<file path="src/rtl/sphere3hopf_batch_ctrl.sv">
// rtl/sphere3hopf_batch_ctrl.sv - batch sequencer feeding the Sphere3Hopf core with a 2-entry result FIFO
module sphere3hopf_batch_ctrl #(
    parameter int WIDTH = 32,
    parameter int CNT_W = 16
) (
    input  logic             clk,
    input  logic             rst_n,
    input  logic             cmd_valid,
    output logic             cmd_ready,
    input  logic [31:0]      cmd_k_start,
    input  logic [CNT_W-1:0] cmd_count,
    input  logic [1:0]       cmd_base0,
    input  logic [1:0]       cmd_base1,
    input  logic [1:0]       cmd_base2,
    input  logic             abort,
    output logic             core_start,
    output logic [31:0]      core_k,
    output logic [1:0]       core_base_sel0,
    output logic [1:0]       core_base_sel1,
    output logic [1:0]       core_base_sel2,
    input  logic [WIDTH-1:0] core_x,
    input  logic [WIDTH-1:0] core_y,
    input  logic [WIDTH-1:0] core_z,
    input  logic [WIDTH-1:0] core_w,
    input  logic             core_done,
    input  logic             core_ready,
    output logic             out_valid,
    input  logic             out_ready,
    output logic [WIDTH-1:0] out_x,
    output logic [WIDTH-1:0] out_y,
    output logic [WIDTH-1:0] out_z,
    output logic [WIDTH-1:0] out_w,
    output logic [31:0]      out_k,
    output logic             out_last,
    output logic             busy,
    output logic             batch_done,
    output logic             err
);

    typedef enum logic [2:0] {
        S_IDLE,
        S_ISSUE,
        S_WAIT,
        S_DRAIN,
        S_ABORT_WAIT
    } state_t;

    localparam int EW = 4 * WIDTH + 33;

    state_t           state_q;
    logic [31:0]      k_q;
    logic [CNT_W-1:0] rem_q;
    logic [1:0]       b0_q, b1_q, b2_q;
    logic             batch_done_q, err_q;

    logic [EW-1:0]    mem_q [2];
    logic             rd_q, wr_q;
    logic [1:0]       cnt_q, cnt_d;
    logic             push, pop, flush, illegal;
    logic [EW-1:0]    entry, head;

    assign illegal = (cmd_base0 == 2'b11) || (cmd_base1 == 2'b11) || (cmd_base2 == 2'b11);

    assign cmd_ready      = (state_q == S_IDLE);
    assign busy           = (state_q != S_IDLE) || (cnt_q != 2'd0);
    assign core_k         = k_q;
    assign core_base_sel0 = b0_q;
    assign core_base_sel1 = b1_q;
    assign core_base_sel2 = b2_q;
    assign batch_done     = batch_done_q;
    assign err            = err_q;

    // Occupancy <= 1 at issue time guarantees a free slot when the result lands.
    assign core_start = (state_q == S_ISSUE) && core_ready && (cnt_q <= 2'd1) && !abort;
    assign push       = (state_q == S_WAIT) && core_done && !abort;
    assign out_valid  = (cnt_q != 2'd0);
    assign pop        = out_valid && out_ready;
    assign flush      = (abort && ((state_q == S_ISSUE) || (state_q == S_WAIT) || (state_q == S_DRAIN)))
                      || (state_q == S_ABORT_WAIT);

    assign entry = {core_x, core_y, core_z, core_w, k_q, (rem_q == CNT_W'(1))};
    assign head  = mem_q[rd_q];
    assign {out_x, out_y, out_z, out_w, out_k, out_last} = head;

    always_comb begin
        cnt_d = cnt_q;
        if (flush) begin
            cnt_d = 2'd0;
        end else if (push && !pop) begin
            cnt_d = cnt_q + 2'd1;
        end else if (pop && !push) begin
            cnt_d = cnt_q - 2'd1;
        end
    end

    always_ff @(posedge clk or negedge rst_n) begin
        if (!rst_n) begin
            mem_q[0] <= '0;
            mem_q[1] <= '0;
            rd_q     <= 1'b0;
            wr_q     <= 1'b0;
            cnt_q    <= 2'd0;
        end else begin
            cnt_q <= cnt_d;
            if (flush) begin
                rd_q <= 1'b0;
                wr_q <= 1'b0;
            end else begin
                if (push) begin
                    mem_q[wr_q] <= entry;
                    wr_q        <= ~wr_q;
                end
                if (pop) begin
                    rd_q <= ~rd_q;
                end
            end
        end
    end

    always_ff @(posedge clk or negedge rst_n) begin
        if (!rst_n) begin
            state_q      <= S_IDLE;
            k_q          <= '0;
            rem_q        <= '0;
            b0_q         <= '0;
            b1_q         <= '0;
            b2_q         <= '0;
            batch_done_q <= 1'b0;
            err_q        <= 1'b0;
        end else begin
            batch_done_q <= 1'b0;
            err_q        <= 1'b0;
            case (state_q)
                S_IDLE: begin
                    if (cmd_valid) begin
                        if (illegal) begin
                            err_q <= 1'b1;
                        end else begin
                            k_q   <= cmd_k_start;
                            rem_q <= cmd_count;
                            b0_q  <= cmd_base0;
                            b1_q  <= cmd_base1;
                            b2_q  <= cmd_base2;
                            // FIFO is always empty in IDLE, so an empty batch drains at once.
                            if (cmd_count == '0) begin
                                batch_done_q <= 1'b1;
                            end else begin
                                state_q <= S_ISSUE;
                            end
                        end
                    end
                end
                S_ISSUE: begin
                    if (abort) begin
                        state_q <= S_IDLE;
                    end else if (core_start) begin
                        state_q <= S_WAIT;
                    end
                end
                S_WAIT: begin
                    if (abort) begin
                        state_q <= core_done ? S_IDLE : S_ABORT_WAIT;
                    end else if (core_done) begin
                        k_q     <= k_q + 32'd1;
                        rem_q   <= rem_q - CNT_W'(1);
                        state_q <= (rem_q == CNT_W'(1)) ? S_DRAIN : S_ISSUE;
                    end
                end
                S_DRAIN: begin
                    if (abort) begin
                        state_q <= S_IDLE;
                    end else if (cnt_d == 2'd0) begin
                        batch_done_q <= 1'b1;
                        state_q      <= S_IDLE;
                    end
                end
                S_ABORT_WAIT: begin
                    if (core_done) begin
                        state_q <= S_IDLE;
                    end
                end
                default: state_q <= S_IDLE;
            endcase
        end
    end

endmodule

</file>
<file path="config.mk">
export PLATFORM = sky130hd
export DESIGN_NAME = sphere3hopf_batch_ctrl
export DESIGN_NICKNAME = d
export VERILOG_FILES = /design/src/rtl/sphere3hopf_batch_ctrl.sv
export SDC_FILE = /design/constraint.sdc
export NUM_CORES = 1
export LEC_CHECK = 0
export ABC_CLOCK_PERIOD_IN_PS = 5800
export CAP_MARGIN = 15
export CORE_MARGIN = 2
export CORE_UTILIZATION = 35
export DETAILED_ROUTE_END_ITERATION = 6
export PLACE_DENSITY_LB_ADDON = 0.12
export SLEW_MARGIN = 10
export SYNTH_ARGS = -nofsm -noshare
export SYNTH_HDL_FRONTEND = slang
export SYNTH_SLANG_ARGS = --single-unit
</file>
<file path="constraint.sdc">
create_clock -name clk -period 5.8 [get_ports clk]
set_clock_uncertainty 0.1 [all_clocks]
set_input_delay 0.87 -clock clk [delete_from_list [all_inputs] [get_ports clk]]
set_output_delay 0.87 -clock clk [all_outputs]
set_load 0.05 [all_outputs]
</file>
==> results.sh <==
export IMPL_postLayoutCoreUtil_pct=47.6
export IMPL_final_hold_violation_count=0
export IMPL_synthFlopType="dfrtp_1"
export IMPL_critPathKind="flop to output port"
export IMPL_ys_warn_count=0
export IMPL_routed_wl_um=51900
export IMPL_startpoint="rd_q$_DFFE_PN0P_"
export IMPL_root_buffer="clkbuf_16"
export IMPL_dieWidth_um=230
export IMPL_irDropWorstVdd_uv=268
export IMPL_io_pins=394
export IMPL_worst_pin_slew_ns=1.04
export IMPL_fin_crit_sh_pct=72.5
export IMPL_synth_edff_count=0
export IMPL_syn_inst=1700
export IMPL_h_tree_depth=2
export IMPL_final_layout_size_suffix_gt1_share_pct=21.1
export IMPL_via_per_inst=4.97
export IMPL_r2r_end="mem_q[244]$_DFFE_PN0P_"
export IMPL_cts_tree="built"
export IMPL_critPathLaunchType="flop"
export IMPL_p_int_mw=7.57
export IMPL_powerDensity_mw_per_mm2=543
export IMPL_avgSynthCellArea_um2=10.6
export IMPL_cts_resized_gates=0
export IMPL_seq_power_share_pct=32.8
export IMPL_area_growth_pct=33.5
export IMPL_postCtsHoldBufs=0
export IMPL_port_buffers=393
export IMPL_timing_fmax_mhz=238
export IMPL_cts_buffer_depth=3
export IMPL_p_leak_nw=11.4
export IMPL_die_area_mm2=0.0531
export IMPL_rows=82
export IMPL_crit_end="out_x[1]"
export IMPL_grt_pass1_wl_um=80900
export IMPL_reg2reg_depth=7
export IMPL_critPathMaxFanout=60
export IMPL_cpPeakStageDelay_ns=1.04
export IMPL_tns_ns=0
export IMPL_cts_setup_buffers=0
export IMPL_swShare_pct=41.8
export IMPL_vias=13600
export IMPL_cts_buffers_inserted=46
export IMPL_endpoint_kind="output port"
export IMPL_ys_types=57
export IMPL_cp_top_family="buffers and inverters"
export IMPL_synth_seq_area_share_pct=53.7
export IMPL_initial_core_util_pct=35.6
export IMPL_clk_latency_ns=0.57
export IMPL_setup_viol=0
export IMPL_path_depth=3
export IMPL_slew_headroom_pct=30.3
export IMPL_yosys_area_top_type="dfrtp_1"
export IMPL_slew_violations=0
export IMPL_synthTopCellsByArea="dfrtp_1 54%, mux2_2 20%, nand2_1 11%, clkbuf_1 1.8%, buf_4 1.3%"
export IMPL_antenna_found_initial=4
export IMPL_clkPwrFrac_pct=23.5
export IMPL_netlist_area_leader_share_pct=53.7
export IMPL_path_clk_slew_ns=0.06
export IMPL_synth_area_mm2=0.0180
export IMPL_worstPathArrival_ns=3.23
export IMPL_cpMaxStageDelayCell="dfrtp_4"
export IMPL_rsz0062_at_grt="no"
export IMPL_die_h_um=230
export IMPL_hp_class="input pin to asynchronous set/reset pin"
export IMPL_reg2reg_from="state_q[1]$_DFFE_PN0P_"
export IMPL_period_minus_slack_ns=4.20
export IMPL_detail_route_first_pass_iterations=5
export IMPL_coreArea_mm2=0.0504
export IMPL_synth_net_count=1894
export IMPL_track_usage_pct=19.3
export IMPL_layout_nets=2214
export IMPL_stdcell_area_mm2=0.0240
export IMPL_pwr_share_comb_pct=43.8
export IMPL_grt_overflow=0
export IMPL_dp_hpwl_um=34100
export IMPL_r2r_slack_ns=2.39
export IMPL_placed_area_mm2=0.0223
export IMPL_ys_ff_latch=385
export IMPL_cap_violations=0
export IMPL_ant_nets=0
export IMPL_cts_sinks=385
export IMPL_cp_data_required_time_ns=4.83
export IMPL_grt_max_degree=124
export IMPL_status="finished, final reports clean"
export IMPL_crit_buf_inv=2
export IMPL_cp_cell_sequence="buf_4 > mux2_2 > clkdlybuf4s50_1"
export IMPL_drt_iter0_markers=640
export IMPL_gp_congestion=0.802
export IMPL_p_switching_mw=5.43
export IMPL_drc_errors=0
export IMPL_grt_pass1_vias=14000
export IMPL_avgRoutedWirePerCell_um=19.0
export IMPL_async_flop_share_pct=100
export IMPL_fill_cells=4665
==> sequential cells by signal (all words and copies together), names as in the netlist <==
name            cells
batch_done          1
cnt_q               2
core_base_sel0      2
core_base_sel1      2
core_base_sel2      2
core_k             32
err                 1
mem_q             322
rd_q                1
rem_q              16
state_q             3
wr_q                1
==> power by group through the flow <==
stage	logic, mW	clock network, mW	registers, mW
floorplan	4.12	0	4.02
detailed placement	5.73	0	4.31
finish	5.69	3.05	4.26
CTS	5.75	3.14	4.27
global placement	5.68	0	4.28
global route	6.04	3.26	4.39
==> metrics by stage <==
step / power [mW] / hold WS (ns) / setup slack, ns / cells
after CTS: 13.2 / 0.349 / 1.49 / 2726
after detailed placement: 10.0 / 0.358 / 2.04 / 2644
after global routing: 13.7 / 0.386 / 1.44 / 2730
after floorplan: 8.15 / 0.342 / 2.30 / 1700
after global placement: 9.96 / 0.353 / 2.03 / 2644
final: 13.0 / 0.344 / 1.60 / 2730
==> kinds of logic (layout without fill, tap and decap cells) <==
kind of cell | count (synthesis) | after routing | synth area share, %
mux | 328 | 328 | 20.6
other cells | 0 | 4 | 0
flops | 385 | 385 | 53.7
fa+ha+maj | 5 | 5 | 0.349
buf+inv | 148 | 502 | 3.87
simple gates | 670 | 670 | 15.5
xor+xnor | 2 | 2 | 0.0976
compound gates | 162 | 162 | 5.92
==> worst reg2reg max path, cell delays in order (launching register included) <==
cell and delay [ns]:
dfrtp_1 0.54, nor3b_2 0.22, buf_4 0.67, nand2_1 0.30, nor2_4 0.82, buf_12 0.41
nand2_1 0.18, nand2_1 0.08
==> synth_stat cells, drive strengths merged, types with 6 or more instances <==
library cell and instances:
o22a 19, dfrtp 385, a31oi 14, nand3 18, o2bb2ai 6, a22oi 6
nor4 14, mux2 325, nor2 49, nor3 14, nand2 514, and3 11
clkbuf 87, a21oi 46, buf 52, o21ai 32, inv 9, nand4 12
o22ai 6, or3 8
==> cell type report <==
cell class	instances	area (um^2)	share of cell area [%]
clock inverter	14	220	0.919
tap	672	841	3.51
sequential	385	9640	40.2
timing repair buffer	411	4170	17.4
inverter	9	33.8	0.141
antenna	4	10.0	0.0418
clock buffer	68	1390	5.79
multi-input combinational	1167	7660	32.0
==> cell usage in the layout (no fill, tap or decap), types with 5 or more instances in the layout <==
| cell | count |
|---|---|
| bufinv_16 | 6 |
| a22oi_1 | 5 |
| inv_1 | 9 |
| or3_1 | 7 |
| nand4_1 | 12 |
| nand2_1 | 513 |
| dfrtp_1 | 384 |
| a31oi_1 | 14 |
| a211oi_1 | 5 |
| nor2_1 | 48 |
| nand2b_1 | 5 |
| nand3_1 | 18 |
| o21a_1 | 5 |
| buf_4 | 10 |
| clkbuf_8 | 9 |
| a21oi_1 | 46 |
| mux2_2 | 325 |
| nor3_1 | 14 |
| clkbuf_16 | 49 |
| o22a_1 | 19 |
| clkbuf_1 | 10 |
| o22ai_1 | 6 |
| nor4_1 | 12 |
| o21ai_0 | 29 |
| ha_1 | 5 |
| buf_12 | 8 |
| o2bb2ai_1 | 6 |
| clkinv_2 | 8 |
| and3_1 | 11 |
| clkdlybuf4s50_1 | 392 |
==> metal layers <==
| metal | part of all wire, % | global-route usage (%) | up-vias | wire [um] |
|---|---|---|---|---|
| li1 | - | - | 6433 | - |
| met1 | 44 | 25.1 | 6753 | 22800 |
| met2 | 48 | 31.9 | 324 | 25100 |
| met3 | 5.4 | 4.57 | 70 | 2780 |
| met4 | 2.3 | 5.79 | 0 | 1200 |
| met5 | 0 | 0 | - | 0 |
==> worst min-delay path by stage <==
stage,start,endpoint,depth (start not counted)
after global placement,mem_q[248]$_DFFE_PN0P_,mem_q[248]$_DFFE_PN0P_,2
final,rst_n,mem_q[58]$_DFFE_PN0P_,1
after detailed placement,mem_q[239]$_DFFE_PN0P_,mem_q[239]$_DFFE_PN0P_,2
after CTS,rst_n,mem_q[58]$_DFFE_PN0P_,1
after floorplan,mem_q[194]$_DFFE_PN0P_,mem_q[194]$_DFFE_PN0P_,2
after global routing,rst_n,mem_q[207]$_DFFE_PN0P_,1
No activity file was read; power rests on OpenSTA's default activity.
